==> src/rtl/serial_tx.sv <==
// Framed parallel-in/serial-out transmitter: start bit (0), DATA_W data bits, stop bit (1).
// Every bit is held for CLKS_PER_BIT clocks. All outputs come straight from flops.
module serial_tx #(
  parameter int DATA_W       = 8,
  parameter int CLKS_PER_BIT = 4,
  parameter int LSB_FIRST    = 1
) (
  input  logic              clk,
  input  logic              rst_n,
  input  logic [DATA_W-1:0] tx_data,
  input  logic              tx_valid,
  output logic              tx_ready,
  output logic              tx_out,
  output logic              tx_busy,
  output logic              tx_done
);
  localparam int CW = (CLKS_PER_BIT > 1) ? $clog2(CLKS_PER_BIT) : 1;
  localparam int BW = (DATA_W > 1) ? $clog2(DATA_W) : 1;

  typedef enum logic [1:0] {IDLE, START, DATA, STOP} state_t;

  state_t            state;
  logic [CW-1:0]     cyc_cnt;
  logic [BW-1:0]     bit_cnt;
  logic [DATA_W-1:0] shreg;
  logic [DATA_W-1:0] sh_nxt;
  logic              cur_bit, nxt_bit, bit_end, last_bit;

  // The bit on the line is always the exit end of the shift register,
  // so one shift exposes the next bit.
  assign sh_nxt   = (LSB_FIRST != 0) ? (shreg >> 1) : (shreg << 1);
  assign cur_bit  = (LSB_FIRST != 0) ? shreg[0]  : shreg[DATA_W-1];
  assign nxt_bit  = (LSB_FIRST != 0) ? sh_nxt[0] : sh_nxt[DATA_W-1];
  assign bit_end  = (cyc_cnt == CW'(CLKS_PER_BIT-1));
  assign last_bit = (bit_cnt == BW'(DATA_W-1));

  always_ff @(posedge clk) begin
    if (!rst_n) begin
      state    <= IDLE;
      cyc_cnt  <= '0;
      bit_cnt  <= '0;
      shreg    <= '0;
      tx_out   <= 1'b1;
      tx_ready <= 1'b1;
      tx_busy  <= 1'b0;
      tx_done  <= 1'b0;
    end else begin
      tx_done <= 1'b0;
      case (state)
        IDLE: begin
          if (tx_valid && tx_ready) begin
            shreg    <= tx_data;
            state    <= START;
            cyc_cnt  <= '0;
            bit_cnt  <= '0;
            tx_out   <= 1'b0;
            tx_ready <= 1'b0;
            tx_busy  <= 1'b1;
          end
        end
        START: begin
          if (bit_end) begin
            cyc_cnt <= '0;
            state   <= DATA;
            tx_out  <= cur_bit;
          end else begin
            cyc_cnt <= cyc_cnt + 1'b1;
          end
        end
        DATA: begin
          if (bit_end) begin
            cyc_cnt <= '0;
            if (last_bit) begin
              state  <= STOP;
              tx_out <= 1'b1;
            end else begin
              bit_cnt <= bit_cnt + 1'b1;
              shreg   <= sh_nxt;
              tx_out  <= nxt_bit;
            end
          end else begin
            cyc_cnt <= cyc_cnt + 1'b1;
          end
        end
        STOP: begin
          if (bit_end) begin
            // First idle cycle carries the done pulse and reopens the handshake.
            cyc_cnt  <= '0;
            state    <= IDLE;
            tx_out   <= 1'b1;
            tx_ready <= 1'b1;
            tx_busy  <= 1'b0;
            tx_done  <= 1'b1;
          end else begin
            cyc_cnt <= cyc_cnt + 1'b1;
          end
        end
        default: state <= IDLE;
      endcase
    end
  end
endmodule

==> config.mk <==
export PLATFORM = sky130hd
export DESIGN_NAME = serial_tx
export DESIGN_NICKNAME = d
export VERILOG_FILES = /design/src/rtl/serial_tx.sv
export SDC_FILE = /design/constraint.sdc
export NUM_CORES = 1
export LEC_CHECK = 0
export CORE_MARGIN = 5
export CORE_UTILIZATION = 40
export CTS_CLUSTER_SIZE = 16
export DETAILED_ROUTE_END_ITERATION = 16
export DONT_BUFFER_PORTS = 1
export GPL_ROUTABILITY_DRIVEN = 0
export GPL_TIMING_DRIVEN = 0
export PLACE_DENSITY = 0.68
export SYNTH_ARGS = -nofsm -noshare
export SYNTH_HDL_FRONTEND = slang
export SYNTH_SLANG_ARGS = --single-unit
==> constraint.sdc <==
create_clock -name clk -period 1.65 [get_ports clk]
set_clock_uncertainty 0.05 [all_clocks]
set_input_delay 0.33 -clock clk [delete_from_list [all_inputs] [get_ports clk]]
set_output_delay 0.33 -clock clk [all_outputs]
set_load 0.01 [all_outputs]
==> Yosys cells after proc, flatten, opt, wreduce, memory -nomap -nowiden <==
Index checks and enable logic that the tools add are counted.
{ "totals": {"ff_bits": 19, "out_inout_bits": 4, "elab_cells": 59} }
{ "classes": {"n_addsub": 2, "n_eq_ne": 11, "muxes": 28, "n_reduce_logical": 10} }
{ "op_table": {"columns": ["op", "n"], "rows": [
  ["$mux 8", 3],
  ["$pmux 8 s2", 1],
  ["$mux 2", 7],
  ["$ne 2x2->1 const B", 6],
  ["$mux 3", 3],
  ["$mux 1", 8],
  ["$pmux 2 s4", 1],
  ["$reduce_and 4->1", 2],
  ["$eq 2x2->1 const B", 3],
  ["$pmux 3 s2", 1],
  ["$reduce_and 5->1", 1],
  ["$pmux 1 s2", 2],
  ["$pmux 1 s4", 1],
  ["$pmux 2 s2", 1],
  ["$reduce_bool 2->1", 2],
  ["$add 3x1->3 const B", 1],
  ["$eq 3x3->1 const B", 1],
  ["$reduce_and 3->1", 1],
  ["$reduce_or 3->1", 1],
  ["$add 2x1->2 const B", 1],
  ["$eq 2x1->1 const B", 1],
  ["$logic_not 2->1", 1],
  ["$reduce_and 2->1", 1],
  ["$logic_and 1x1->1", 1]
]} }

==> Longest topological paths before layout <==
{ "logic_depth": {"word_depth": 4, "mapped_depth": 7, "ltp_nobuf": 5} }

==> Worst setup path before layout <==
OpenSTA, ideal clock, no wires.
{ "synth_timing": {"path_kind": "register to register", "start": "register state[0]", "end": "register state[0]", "setup_ps": 72, "t_arrival_ps": 1470, "required_ps": 1528, "setup_slack_ps": 58, "stages_incl_launch_ff": 6, "synth_period_minus_slack_ps": 1592, "cell_sequence": "dfxtp_1 -> inv_1 -> ha_1 -> or3_4 -> a211oi_4 -> mux2i_1"} }
{ "synth_via": {"elab_chain_cells": 3, "elab_cells_between_ends": 11, "cone_classes": "eq/ne: 8; mux: 1; reduce/logical: 2"} }
{ "synth_rtl": {"columns": ["item", "line_no", "source"], "rows": [
  ["start, declared", "22", "state_t state;"],
  ["start signal, assigned", "39", "state <= IDLE;"],
  ["start signal, assigned", "53", "state <= START;"],
  ["start signal, assigned", "64", "state <= DATA;"],
  ["$eq 2x2->1, or another cell as far along", "49", "case (state)"],
  ["$ne 2x2->1 (no source line)", null, null],
  ["$reduce_and 5->1 (no source line)", null, null]
]} }
Parallel ways exist; a longest one is shown, timed or not.
A chain may end at the register's enable or synchronous reset.

==> Final worst setup path <==
{ "layout_timing": {"start": "register state[0]", "end": "register state[1]"} }
The elaborated chain is that of the path after synthesis.

==> PnR_summary.wiki <==
{| class="wikitable"
! Metric !! Value
|-
| CTS clk-pin slew, worst paths || 0.11 ns
|-
| Global-route usage over all layers || 0.131
|-
| Largest fanout on the critical path || 5
|-
| Wire length of the first global-routing pass || 3590 microns
|-
| Placeable Area || 2480 sq um
|-
| Post-detailed-placement cell area || 1070 sq um
|-
| Count of standard-cell rows || 18
|-
| Worst R2R Start || state[0]
|-
| 1st-pass router iterations || 4
|-
| Number of enable flip-flop cells after synthesis || 0
|-
| Detail Route met3 WL || 163 microns
|-
| N_diodes || 0
|-
| Maximum count of clock buffers along a single path || 2
|-
| Die Y || 60.7 microns
|-
| Shortest period the worst path allows || 1.64 ns
|-
| Total CTS buffers || 3
|-
| Fillers || 258
|-
| Routed length per instance || between 10 and 15 microns
|-
| Count of unresolved DRC violations after routing || 0
|-
| Final wirelength || 2190 microns
|-
| Nature of the critical path endpoint || register
|-
| Detail Route Antenna Nets || 0
|-
| Worst Hold Path EP || bit_cnt[0]
|-
| Mapped Nets || 131
|-
| Clock sink count || 19
|-
| Peak supply drop || 1050 uV
|-
| Max Cap Violations || 0
|-
| Worst slack after detailed placement || -0.138 ns
|-
| Nets || 139
|-
| Length of routed wiring on met1 || about 950 microns
|-
| Mean instance size in the synthesized netlist || 9.10 sq um
|-
| Worst r2r dst || state[1]
|-
| Met2 wire len || between 1000 and 1500 microns
|-
| Clock latency at the later pin of the worst-skew pair || 0.30 ns
|-
| Synth async-reset ratio || 0
|-
| Crit Path Category || reg -> reg
|-
| Final setup TNS || 0 ns
|-
| Cell chain of the critical path || ha_2 > or3_4 > a211oi_4 > mux2i_1
|-
| Classification of the worst-slack hold path || in -> reg
|-
| Total number of cells along the worst setup path || 4
|-
| Number of buffer and inverter stages on the critical path || 0
|-
| Mapped cell area || 1030 sq um
|-
| Crit path DAT || roughly 1.8 ns
|-
| Startpoint type of the worst setup path || register
|-
| Clock tree from TritonCTS || yes
|-
| CP top delay family || simple AND/OR/NAND/NOR gates
|-
| Detailed-placement wirelength estimate || 1530 microns
|-
| Hold Violations, Final || 0
|-
| Synth-to-layout area growth || 14.7%
|-
| Pins over their slew limit || 0
|-
| Starting utilization of the core area || 0.415
|-
| Count of endpoints failing setup in the final report || 0
|-
| Depth of the worst hold-timing path || 2
|-
| Cell with the biggest individual delay on the critical path || or3_4
|-
| Crit-path max cell delay || around 0.40 ns
|-
| Power density of the placed cells || 1630 nW/um^2
|-
| Leakage Power || 0.478 nW
|-
| Cell count after synthesis || ~110
|-
| Most frequently used flop master after synthesis || dfxtp_1
|-
| Required time of the critical path || between 1.5 and 2 ns
|-
| Transition time at the pin with the least slew margin || around 0.5 ns
|-
| Hold slack || 0.139 ns
|-
| Maximum level of the CTS H-tree || 1
|-
| Register-to-register setup slack || 0.007 ns
|-
| Result of the run || finished, final reports clean
|-
| Count of cell types in the netlist || 32
|-
| Vias || 811
|-
| Initial antenna violation count || 0
|-
| Largest net degree at the start of global routing || 11
|-
| Post-synthesis register bit count || 19
|-
| Fraction of the core area covered by cells at the end of the flow || 0.476
|-
| Post-Layout Inst Area || 1180 sq um
|-
| Overflow left after global routing || 0
|-
| Final period util || 0.996
|-
| Port Buffers || 0
|-
| Average via count per standard cell || 5.41
|-
| I/O Pins || 15
|-
| DRT iter0 DRCs || 45
|-
| Worst-case headroom to the max-slew limit || 0.673
|-
| Depth of the worst register-to-register path || 4
|-
| Master cell of the clock root buffer || clkbuf_4
|-
| Vias in the first global route || 768
|-
| Width of the die || 60.7 microns
|-
| RSZ-0062 raised after global routing || yes
|-
| Topmost layer with routed signal wires || met4
|-
| Final critical-path setup slack || 0.00736 ns
|-
| Synthesis warning total || 0
|-
| Startpoint of the tightest hold check path || rst_n
|-
| F_max || between 600 and 700 MHz
|-
| Fraction of final layout cells with drive strength greater than 1 || 0.258
|-
| Fraction of the yosys area taken by sequential cells || 0.370
|-
| Die area || ~3700 sq um
|}
## through the flow
stage                     total power [W]  cells
final                             0.00192    150
after global routing              0.00206    150
after CTS                         0.00181    148
after detailed placement          0.00152    143
after global placement            0.00149    143
after floorplan                   0.00138    113
## worst register-to-register path: stages, from the launching register on
cell	delay, ns
dfxtp_4	0.39
ha_2	0.22
or3_4	0.40
a211oi_4	0.31
mux2i_1	0.20
## worst max path at each step
stage	start	to	slack (ns)
2_1_floorplan	state[0]	state[0]	0.06
3_3_place_gp	state[0]	bit_cnt[1]	-0.1
3_5_place_dp	state[0]	shreg[7]	-0.14
4_1_cts	state[0]	shreg[2]	0.01
5_1_grt	state[1]	state[1]	-0.06
6_report	state[0]	state[1]	0.007
## layout by cell type, fill, tap and decap left out, types with 2 or more instances in the layout
master | synthesis | final
inv_1 | 4 | 2
buf_6 | 1 | 2
inv_4 | 0 | 2
mux2_2 | 7 | 7
ha_4 | 0 | 2
nand2_1 | 27 | 27
nor2b_1 | 2 | 2
ha_2 | 0 | 2
o21ai_0 | 3 | 3
nand3_1 | 2 | 2
dfxtp_1 | 19 | 16
clkbuf_1 | 3 | 4
a21oi_1 | 4 | 4
ha_1 | 7 | 3
clkbuf_4 | 0 | 4
dfxtp_4 | 0 | 2
mux2i_1 | 9 | 9
o22ai_1 | 4 | 4
buf_4 | 0 | 3
## final cells by class
cell class / count / area [sq um] / share of cell area
clock buffers: 4 / 26.3 / 0.0223
flip-flops and latches: 19 / 389 / 0.330
plain buffers: 6 / 41.3 / 0.0350
inverters: 4 / 20.0 / 0.0170
multi-input cells: 84 / 643 / 0.545
repair buffers: 3 / 22.5 / 0.0191
well taps: 30 / 37.5 / 0.0318
## timing repair
item                       CTS  global route
gates resized for setup      7            13
hold buffers                 0             0
pin swaps                    1             3
setup endpoints to repair   14            11
setup buffers                1             2
## synth_stat cells, types with 2 or more instances
cell / count / area [sq um]
a21oi_1: 4 / 20.0
clkbuf_1: 3 / 11.3
ha_1: 7 / 87.6
mux2i_1: 9 / 90.1
mux2_2: 7 / 78.8
nor2b_1: 2 / 12.5
o22ai_1: 4 / 25.0
nand2_1: 27 / 101
inv_1: 4 / 15.0
nand2b_1: 2 / 12.5
dfxtp_1: 19 / 380
buf_2: 2 / 10.0
nand3_1: 2 / 10.0
o21ai_0: 3 / 15.0
## per-layer routing
layer | GRT usage | up-vias
met4 | 0.0279 | 0
met1 | 0.154 | 384
li1 | - | 404
met5 | 0 | -
met2 | 0.221 | 21
met3 | 0.0574 | 2
## sequential cells by signal, indices dropped and copies added, names as in the netlist
register	cells
shreg	8
bit_cnt	3
cyc_cnt	2
state	2
tx_busy	1
tx_done	1
tx_out	1
tx_ready	1
## power by group
group	total, W	leakage (nW)	internal (W)	switching [W]
registers	0.000726	0.158	0.000603	0.000123
logic	0.000954	0.305	0.000505	0.000449
clock network	0.000239	0.0150	0.0000942	0.000144
total	0.00192	0.478	0.00120	0.000717
## cells by family after synthesis
kind of cell    share of synthesized area
mux                                 0.164
flops                               0.370
simple gates                        0.187
compound gates                      0.147
fa+ha+maj                          0.0852
buf+inv                            0.0462
Note: power is estimated with default switching activity, not from simulation.
